===== src/rtl/ps2_key_event_tracker_pkg.sv =====
// Shared PS/2 key map: key indices, protocol byte constants, parser states and scan-code lookup.
// Latency: none (types, constants and combinational helper functions only).
// Backpressure: not applicable.
package ps2_key_event_tracker_pkg;

  // Number of keys in the shared map; key_state bit i belongs to key index i.
  localparam int NUMBEROFKEYBOARDINPUTS = 30;
  localparam int KEY_MAP_W = 5;

  // PS/2 scan-code set 2 prefix bytes.
  localparam logic [7:0] PS2_BREAK = 8'hF0;
  localparam logic [7:0] PS2_EXT   = 8'hE0;

  // Number row.
  localparam logic [KEY_MAP_W-1:0] KEY_1 = 5'd0;
  localparam logic [KEY_MAP_W-1:0] KEY_2 = 5'd1;
  localparam logic [KEY_MAP_W-1:0] KEY_3 = 5'd2;
  localparam logic [KEY_MAP_W-1:0] KEY_4 = 5'd3;
  localparam logic [KEY_MAP_W-1:0] KEY_5 = 5'd4;
  localparam logic [KEY_MAP_W-1:0] KEY_6 = 5'd5;
  localparam logic [KEY_MAP_W-1:0] KEY_7 = 5'd6;
  localparam logic [KEY_MAP_W-1:0] KEY_8 = 5'd7;
  localparam logic [KEY_MAP_W-1:0] KEY_9 = 5'd8;
  localparam logic [KEY_MAP_W-1:0] KEY_0 = 5'd9;
  // Top letter row.
  localparam logic [KEY_MAP_W-1:0] KEY_Q = 5'd10;
  localparam logic [KEY_MAP_W-1:0] KEY_W = 5'd11;
  localparam logic [KEY_MAP_W-1:0] KEY_E = 5'd12;
  localparam logic [KEY_MAP_W-1:0] KEY_R = 5'd13;
  localparam logic [KEY_MAP_W-1:0] KEY_T = 5'd14;
  localparam logic [KEY_MAP_W-1:0] KEY_Y = 5'd15;
  localparam logic [KEY_MAP_W-1:0] KEY_U = 5'd16;
  localparam logic [KEY_MAP_W-1:0] KEY_I = 5'd17;
  localparam logic [KEY_MAP_W-1:0] KEY_O = 5'd18;
  localparam logic [KEY_MAP_W-1:0] KEY_P = 5'd19;
  // Home row.
  localparam logic [KEY_MAP_W-1:0] KEY_A = 5'd20;
  localparam logic [KEY_MAP_W-1:0] KEY_S = 5'd21;
  localparam logic [KEY_MAP_W-1:0] KEY_D = 5'd22;
  localparam logic [KEY_MAP_W-1:0] KEY_F = 5'd23;
  localparam logic [KEY_MAP_W-1:0] KEY_G = 5'd24;
  localparam logic [KEY_MAP_W-1:0] KEY_H = 5'd25;
  localparam logic [KEY_MAP_W-1:0] KEY_J = 5'd26;
  localparam logic [KEY_MAP_W-1:0] KEY_K = 5'd27;
  localparam logic [KEY_MAP_W-1:0] KEY_L = 5'd28;
  localparam logic [KEY_MAP_W-1:0] KEY_SPACEBAR = 5'd29;

  typedef enum logic [1:0] {
    ST_IDLE    = 2'd0,
    ST_EXT     = 2'd1,
    ST_BRK     = 2'd2,
    ST_EXT_BRK = 2'd3
  } parse_state_e;

  typedef struct packed {
    logic                 hit;
    logic [KEY_MAP_W-1:0] idx;
  } lookup_t;

  // Keyboard housekeeping bytes (BAT ok, ack, resend, error/overrun) that never name a key.
  function automatic logic is_ctrl_code(input logic [7:0] code);
    return (code == 8'hAA) || (code == 8'hFA) || (code == 8'hFE) ||
           (code == 8'h00) || (code == 8'hFF);
  endfunction

  // Maps a scan code to a key index; the extended (E0) table currently maps nothing.
  function automatic lookup_t key_lookup(input logic ext, input logic [7:0] code);
    lookup_t r;
    r.hit = 1'b1;
    r.idx = '0;
    if (ext) begin
      r.hit = 1'b0;
    end else begin
      case (code)
        8'h16: r.idx = KEY_1;
        8'h1E: r.idx = KEY_2;
        8'h26: r.idx = KEY_3;
        8'h25: r.idx = KEY_4;
        8'h2E: r.idx = KEY_5;
        8'h36: r.idx = KEY_6;
        8'h3D: r.idx = KEY_7;
        8'h3E: r.idx = KEY_8;
        8'h46: r.idx = KEY_9;
        8'h45: r.idx = KEY_0;
        8'h15: r.idx = KEY_Q;
        8'h1D: r.idx = KEY_W;
        8'h24: r.idx = KEY_E;
        8'h2D: r.idx = KEY_R;
        8'h2C: r.idx = KEY_T;
        8'h35: r.idx = KEY_Y;
        8'h3C: r.idx = KEY_U;
        8'h43: r.idx = KEY_I;
        8'h44: r.idx = KEY_O;
        8'h4D: r.idx = KEY_P;
        8'h1C: r.idx = KEY_A;
        8'h1B: r.idx = KEY_S;
        8'h23: r.idx = KEY_D;
        8'h2B: r.idx = KEY_F;
        8'h34: r.idx = KEY_G;
        8'h33: r.idx = KEY_H;
        8'h3B: r.idx = KEY_J;
        8'h42: r.idx = KEY_K;
        8'h4B: r.idx = KEY_L;
        8'h29: r.idx = KEY_SPACEBAR;
        default: r.hit = 1'b0;
      endcase
    end
    return r;
  endfunction

endpackage


===== src/rtl/ps2_key_event_tracker_if.sv =====
// Byte input from the PS/2 receiver and key-event output stream of the tracker.
// Latency: none (wiring only).
// Backpressure: rx side is a strobe with no ready; event side pops on evt_valid & evt_ready.
interface ps2_key_event_tracker_if #(
  parameter int KEY_IDX_W = 5
);
  logic [7:0]           rx_data;
  logic                 rx_valid;
  logic                 evt_valid;
  logic [KEY_IDX_W-1:0] evt_key;
  logic                 evt_press;
  logic                 evt_ready;

  // Environment side: supplies bytes, consumes events.
  modport master (
    output rx_data, rx_valid, evt_ready,
    input  evt_valid, evt_key, evt_press
  );

  // Tracker side: consumes bytes, supplies events.
  modport slave (
    input  rx_data, rx_valid, evt_ready,
    output evt_valid, evt_key, evt_press
  );
endinterface


===== src/rtl/ps2_event_fifo.sv =====
// Generic first-word-fall-through FIFO; head data is presented whenever the FIFO is non-empty.
// Latency: push visible at the head one cycle later when empty.
// Backpressure: push while full is refused unless a pop happens in the same cycle; pop while empty is ignored.
module ps2_event_fifo #(
  parameter int WIDTH = 6,
  parameter int DEPTH = 8
) (
  input  logic             clk,
  input  logic             rst_n,
  input  logic             push,
  input  logic [WIDTH-1:0] push_dat,
  input  logic             pop,
  output logic             full,
  output logic             head_vld,
  output logic [WIDTH-1:0] head_dat
);
  localparam int PTR_W = (DEPTH > 1) ? $clog2(DEPTH) : 1;
  localparam int CNT_W = $clog2(DEPTH + 1);

  logic [WIDTH-1:0] mem_q [DEPTH];
  logic [WIDTH-1:0] mem_d [DEPTH];
  logic [PTR_W-1:0] wr_ptr_q, wr_ptr_d;
  logic [PTR_W-1:0] rd_ptr_q, rd_ptr_d;
  logic [CNT_W-1:0] cnt_q, cnt_d;
  logic             empty;
  logic             push_ok;
  logic             pop_ok;

  // Occupancy, handshake qualification and next pointer/storage state.
  always_comb begin
    empty    = (cnt_q == '0);
    full     = (cnt_q == CNT_W'(DEPTH));
    pop_ok   = pop && !empty;
    push_ok  = push && (!full || pop_ok);
    mem_d    = mem_q;
    wr_ptr_d = wr_ptr_q;
    rd_ptr_d = rd_ptr_q;
    if (push_ok) begin
      mem_d[wr_ptr_q] = push_dat;
      wr_ptr_d        = wr_ptr_q + 1'b1;
    end
    if (pop_ok) begin
      rd_ptr_d = rd_ptr_q + 1'b1;
    end
    cnt_d = cnt_q + CNT_W'(push_ok) - CNT_W'(pop_ok);
  end

  assign head_vld = !empty;
  assign head_dat = empty ? '0 : mem_q[rd_ptr_q];

  // Storage, pointers and count.
  always_ff @(posedge clk or negedge rst_n) begin
    if (!rst_n) begin
      mem_q    <= '{default: '0};
      wr_ptr_q <= '0;
      rd_ptr_q <= '0;
      cnt_q    <= '0;
    end else begin
      mem_q    <= mem_d;
      wr_ptr_q <= wr_ptr_d;
      rd_ptr_q <= rd_ptr_d;
      cnt_q    <= cnt_d;
    end
  end
endmodule


===== src/rtl/ps2_key_event_tracker.sv =====
// Parses PS/2 make/break/extended byte sequences into a held-key vector and a press/release event queue.
// Latency: final byte strobed at cycle N -> key_state, release_pulse and (if queue empty) evt_valid at N+1.
// Backpressure: none on rx; events wait for evt_ready, and events arriving at a full queue are dropped (sticky evt_overflow).
module ps2_key_event_tracker
  import ps2_key_event_tracker_pkg::*;
#(
  parameter int NUM_KEYS   = NUMBEROFKEYBOARDINPUTS,
  parameter int FIFO_DEPTH = 8,
  parameter int EXT_ENABLE = 1,
  parameter int KEY_IDX_W  = $clog2(NUM_KEYS)
) (
  input  logic                      CLOCK_50,
  input  logic                      resetn,
  input  logic                      clear_state,
  ps2_key_event_tracker_if.slave    ps2,
  output logic [NUM_KEYS-1:0]       key_state,
  output logic                      release_pulse,
  output logic                      evt_overflow
);
  localparam int EVT_W = KEY_IDX_W + 1;

  parse_state_e          state_q, state_d;
  logic [NUM_KEYS-1:0]   key_state_q, key_state_d;
  logic                  release_pulse_q, release_pulse_d;
  logic                  evt_overflow_q, evt_overflow_d;

  lookup_t               lk;
  logic                  lk_hit;
  logic [KEY_IDX_W-1:0]  lk_idx;
  logic                  do_make;
  logic                  do_break;
  logic                  push;
  logic                  push_press;
  logic                  pop;
  logic                  fifo_full;
  logic [EVT_W-1:0]      head_dat;

  // Key lookup for the incoming byte; the table is chosen by whether an E0 prefix is pending.
  always_comb begin
    lk     = key_lookup((state_q == ST_EXT) || (state_q == ST_EXT_BRK), ps2.rx_data);
    lk_hit = lk.hit && (int'(lk.idx) < NUM_KEYS);
    lk_idx = KEY_IDX_W'(lk.idx);
  end

  // Parser next state, key_state update and event generation; clear_state overrides any byte.
  always_comb begin
    state_d         = state_q;
    key_state_d     = key_state_q;
    release_pulse_d = 1'b0;
    do_make         = 1'b0;
    do_break        = 1'b0;
    push            = 1'b0;
    push_press      = 1'b0;
    if (clear_state) begin
      state_d     = ST_IDLE;
      key_state_d = '0;
    end else if (ps2.rx_valid) begin
      case (state_q)
        ST_IDLE: begin
          if (ps2.rx_data == PS2_BREAK) begin
            state_d = ST_BRK;
          end else if (ps2.rx_data == PS2_EXT) begin
            state_d = (EXT_ENABLE != 0) ? ST_EXT : ST_IDLE;
          end else if (!is_ctrl_code(ps2.rx_data)) begin
            do_make = 1'b1;
          end
        end
        ST_EXT: begin
          if (ps2.rx_data == PS2_BREAK) begin
            state_d = ST_EXT_BRK;
          end else begin
            state_d = ST_IDLE;
            do_make = !is_ctrl_code(ps2.rx_data) && (ps2.rx_data != PS2_EXT);
          end
        end
        ST_BRK, ST_EXT_BRK: begin
          state_d  = ST_IDLE;
          do_break = !is_ctrl_code(ps2.rx_data) && (ps2.rx_data != PS2_EXT) &&
                     (ps2.rx_data != PS2_BREAK);
        end
        default: state_d = ST_IDLE;
      endcase
      // Typematic repeats and releases of keys not held produce nothing.
      if (do_make && lk_hit && !key_state_q[lk_idx]) begin
        key_state_d[lk_idx] = 1'b1;
        push                = 1'b1;
        push_press          = 1'b1;
      end
      if (do_break && lk_hit && key_state_q[lk_idx]) begin
        key_state_d[lk_idx] = 1'b0;
        push                = 1'b1;
        release_pulse_d     = 1'b1;
      end
    end
  end

  assign pop = ps2.evt_valid && ps2.evt_ready;

  // Overflow is sticky until reset; a same-cycle pop frees the slot so nothing is lost.
  always_comb begin
    evt_overflow_d = evt_overflow_q | (push && fifo_full && !pop);
  end

  // Parser, key vector and status registers.
  always_ff @(posedge CLOCK_50 or negedge resetn) begin
    if (!resetn) begin
      state_q         <= ST_IDLE;
      key_state_q     <= '0;
      release_pulse_q <= 1'b0;
      evt_overflow_q  <= 1'b0;
    end else begin
      state_q         <= state_d;
      key_state_q     <= key_state_d;
      release_pulse_q <= release_pulse_d;
      evt_overflow_q  <= evt_overflow_d;
    end
  end

  ps2_event_fifo #(
    .WIDTH (EVT_W),
    .DEPTH (FIFO_DEPTH)
  ) u_fifo (
    .clk      (CLOCK_50),
    .rst_n    (resetn),
    .push     (push),
    .push_dat ({lk_idx, push_press}),
    .pop      (pop),
    .full     (fifo_full),
    .head_vld (ps2.evt_valid),
    .head_dat (head_dat)
  );

  assign ps2.evt_key    = head_dat[EVT_W-1:1];
  assign ps2.evt_press  = head_dat[0];
  assign key_state      = key_state_q;
  assign release_pulse  = release_pulse_q;
  assign evt_overflow   = evt_overflow_q;
endmodule


===== src/flat_wrapper.sv =====
// flat-port wrapper written by rule: the top's interface ports become plain ports
module ps2_key_event_tracker_flat import ps2_key_event_tracker_pkg::*;
#(
  parameter int NUM_KEYS   = NUMBEROFKEYBOARDINPUTS,
  parameter int FIFO_DEPTH = 8,
  parameter int EXT_ENABLE = 1,
  parameter int KEY_IDX_W  = $clog2(NUM_KEYS)
)
  (CLOCK_50, resetn, clear_state, key_state, release_pulse, evt_overflow, ps2_rx_data, ps2_rx_valid, ps2_evt_ready, ps2_evt_valid, ps2_evt_key, ps2_evt_press);
  ps2_key_event_tracker_if #(.KEY_IDX_W(KEY_IDX_W)) ps2_i ();
  input  logic CLOCK_50;
  input  logic resetn;
  input  logic clear_state;
  output logic [NUM_KEYS-1:0] key_state;
  output logic release_pulse;
  output logic evt_overflow;
  input wire logic [$bits(ps2_i.rx_data)-1:0] ps2_rx_data;
  input wire logic [$bits(ps2_i.rx_valid)-1:0] ps2_rx_valid;
  input wire logic [$bits(ps2_i.evt_ready)-1:0] ps2_evt_ready;
  output wire logic [$bits(ps2_i.evt_valid)-1:0] ps2_evt_valid;
  output wire logic [$bits(ps2_i.evt_key)-1:0] ps2_evt_key;
  output wire logic [$bits(ps2_i.evt_press)-1:0] ps2_evt_press;
  assign ps2_i.rx_data = ps2_rx_data;
  assign ps2_i.rx_valid = ps2_rx_valid;
  assign ps2_i.evt_ready = ps2_evt_ready;
  assign ps2_evt_valid = ps2_i.evt_valid;
  assign ps2_evt_key = ps2_i.evt_key;
  assign ps2_evt_press = ps2_i.evt_press;
  ps2_key_event_tracker #(.NUM_KEYS(NUM_KEYS), .FIFO_DEPTH(FIFO_DEPTH), .EXT_ENABLE(EXT_ENABLE), .KEY_IDX_W(KEY_IDX_W)) u_core (.CLOCK_50(CLOCK_50), .resetn(resetn), .clear_state(clear_state), .ps2(ps2_i), .key_state(key_state), .release_pulse(release_pulse), .evt_overflow(evt_overflow));
endmodule

===== config.mk =====
export PLATFORM = sky130hd
export DESIGN_NAME = ps2_key_event_tracker_flat
export DESIGN_NICKNAME = d
export VERILOG_FILES = /design/src/rtl/ps2_key_event_tracker_pkg.sv /design/src/rtl/ps2_key_event_tracker_if.sv /design/src/rtl/ps2_event_fifo.sv /design/src/rtl/ps2_key_event_tracker.sv /design/src/flat_wrapper.sv
export SDC_FILE = /design/constraint.sdc
export NUM_CORES = 1
export LEC_CHECK = 0
export ABC_AREA = 1
export ABC_CLOCK_PERIOD_IN_PS = 3600
export CAP_MARGIN = 20
export CORE_ASPECT_RATIO = 0.75
export CORE_MARGIN = 4
export CORE_UTILIZATION = 50
export CTS_CLUSTER_DIAMETER = 60
export DETAILED_ROUTE_END_ITERATION = 12
export GPL_ROUTABILITY_DRIVEN = 0
export PLACE_DENSITY = 0.69
export SYNTH_ARGS = -nofsm -noshare
export SYNTH_HDL_FRONTEND = slang
export SYNTH_SLANG_ARGS = --single-unit

===== constraint.sdc =====
create_clock -name CLOCK_50 -period 3.6 [get_ports CLOCK_50]
set_input_delay 0.72 -clock CLOCK_50 [delete_from_list [all_inputs] [get_ports CLOCK_50]]
set_output_delay 0.72 -clock CLOCK_50 [all_outputs]
set_load 0.005 [all_outputs]

==> qor.yml <==
power_frac_seq_pct: 35.7
power_frac_comb_pct: 36.9
syn_area_um2: 6180
synth_top_family_by_area: "simple AND/OR/NAND/NOR gates"
cts_tree: "yes"
path_common_cell: "nand2_1"
clk_pin_slew_ps: 70
nets: 1055
die_w_um: 136
yosysUniqueCellTypes: 36
drive_gt1_share_pct: 15.6
cts_num_sinks: 92
startpoint_type: "primary input"
firstDrtPassIters: 6
p_per_area_nw_per_um2: 425
die-area_um2: 14200
hold_violations: 0
swShare_pct: 38.2
grt_pass1_vias: 5951
grt_pass1_wl_um: 30500
holdWs_ps: 346
synth_fa_ha_area_share_pct: 1.74
ys.flop_type: "dfrtp_1"
cp_max_fo: 5
synth-simple-area-share_pct: 45.1
placed_area_um2: 7210
slew_headroom_pct: 52.1
fin_ws_ps: 139
antenna_found_initial: 0
peakVddDrop_mv: 0.218
viasPerCell: 5.38
cp-end-kind: "flip-flop"
synthArstFlopShare_pct: 100
htreeDepth: 3
arrival_ps: 3710
synth_warnings: 0
synth.area.mux_share_pct: 0
dp_slack_ps: -588
setup_viol: 0
dp_hpwl_um: 12800
slowest_stage: "fa_1"
worst_pin_slew_ps: 718
path_class: "primary input to flip-flop"
final_common_cell: "nand2_1"
ant_nets: 0
cts-root-buf: "clkbuf_16"
holdCritPathClass: "primary input to async pin"
drc: 0
synth_xor_area_share_pct: 0.708
wire_per_inst_um: 15.1
synth_nets: 963
cts_buffer_depth: 2
wirelength_um: 18100
min_period_ps: 3460
cpPeakStageDelay_ps: 470
synth_largest_area_cell: "dfrtp_1"
core_um2: 11800
switchingPower_mw: 1.25
reg2reg_depth: 16
yosysSeqAreaShare_pct: 37.2
fmax_mhz: 289
area_delta_synth_final_pct: 24.1
n_fill_cell: 1108
required_ps: 3850
synth_top_area_share_pct: 37.2
mostFrequentLayoutCells: "nand2_1, nor2_1, dfrtp_1"
postSynthCellCount: 942
grt_max_degree: 61
synthTopCellsByArea: "dfrtp_1, nand2_1, nor2_1"
diodes: 0
internal-power_mw: 2.02
cap_violations: 0
cts_made_buffers: 9
fin_worst_skew_ps: 5.82
num_vias: 6454
synth-compound-area-share_pct: 6.41
overflow: 0
cp_cell_sequence: "dlygate4sd2_1, buf_4, inv_4, nand2_2, nor2_4, buf_4, nand2_1, nand2_1, a21oi_2, nand4_1, nand2_4, inv_4, nor2_1, nand2_1, nand2_2, nor2_4, nand4_1, nand2_4, nand3_1, nand2_1, ha_1, inv_1, fa_1, inv_1"
initial_core_util_pct: 52.3
drt_iter0_markers: 796
slew_violations: 0
finalPower_mw: 3.26
clk_latency_ps: 350
fp.dieH_um: 104
post-route-period-util_pct: 96.1
portBuffers: 51
leakage_nw: 3.91
grt_util_all_layers_pct: 26.6
p_clk_share_pct: 27.4
outcome: "finished clean"
final_area_um2: 7670
syn_avg_cell_area_um2: 6.56
row_count: 34
synth-edff-count: 0
io_pins: 52
ys_seq_elements: 92
-- sequential cells by signal, indices dropped and copies added, names as in the netlist --
name / cells
u_core.u_fifo.wr_ptr_q: 3
u_core.u_fifo.rd_ptr_q: 3
u_core.u_fifo.mem_q: 48
u_core.release_pulse: 1
u_core.u_fifo.cnt_q: 4
u_core.evt_overflow: 1
u_core.state_q: 2
u_core.key_state: 30
-- synth_stat cells, drive strengths merged, types with 2 or more instances --
master / number
nor2: 133
xor2: 2
nand4: 51
o22ai: 7
buf: 22
inv: 87
ha: 7
o21bai: 4
a21oi: 12
nand2: 360
nand3: 92
a31oi: 6
clkbuf: 18
o21ai: 38
xnor2: 3
nor3: 3
dfrtp: 92
-- worst paths after layout --
kind                                    startpoint                       to  slack, ps
max                                 ps2_rx_data[4]   u_core.u_fifo.cnt_q[1]        140
min                                         resetn     u_core.key_state[13]        350
max reg2reg                      u_core.state_q[0]   u_core.u_fifo.cnt_q[1]        680
min reg2reg                u_core.u_fifo.mem_q[37]  u_core.u_fifo.mem_q[37]        470
max in group asynchronous                   resetn  u_core.u_fifo.mem_q[38]       2590
min in group CLOCK_50      u_core.u_fifo.mem_q[37]  u_core.u_fifo.mem_q[37]        470
-- metal layers --
metal | routed length (µm) | global-route usage [%] | vias to the layer above
met5 | 0 | 0 | -
met4 | 272 | 6.47 | 0
met2 | 7320 | 35.3 | 239
met1 | 9190 | 43.5 | 2975
met3 | 1350 | 5.03 | 26
li1 | - | - | 3214
-- cell families after synthesis --
kind of cell,after synthesis
flip-flops,92
adder cells (fa/ha/maj),8
XOR/XNOR,5
AO/OA/AOI/OAI,70
buffers and inverters,127
AND/OR/NAND/NOR,640
-- critical path, delay by kind of cell --
| family | cells | cell delay (ps) |
|---|---|---|
| adder cells (fa/ha/maj) | 2 | 630 |
| AO/OA/AOI/OAI | 1 | 40 |
| buffers and inverters | 7 | 850 |
| AND/OR/NAND/NOR | 14 | 1450 |
-- per-stage QoR --
step                TNS (ps)  cells  utilization (%)
finish                     0   1200             64.9
global route            -389   1200             64.9
CTS                        0   1199             64.2
detailed placement    -28210   1176             61.0
global placement      -27320   1176             61.0
floorplan                  0    942                -
-- what timing repair did --
item,4_1_cts,5_1_grt
buffers inserted,8,1
hold buffers,0,0
resized for setup,29,37
pin swaps,5,8
endpoints found under the hold margin,0,0
setup endpoints to repair,36,49
-- power by group through the flow --
stage                     combinational [mW]  clock [mW]  sequential [mW]
after floorplan                        0.739           0             1.16
after global placement                  1.16           0             1.18
after detailed placement                1.17           0             1.18
after CTS                               1.18       0.913             1.16
final                                   1.20       0.893             1.16
after global routing                    1.34       0.954             1.17
-- layout make-up --
type                       count  area, µm²  share of cell area, %
clock buffer                  10        229                   2.98
inverter                      87        332                   4.32
timing repair buffer         121       1070                   13.9
sequential                    92       2300                   30.0
tap                          162        203                   2.64
multi-input combinational    723       3500                   45.6
clock inverter                 5       37.5                  0.489
(Power assumes the default switching activity.)
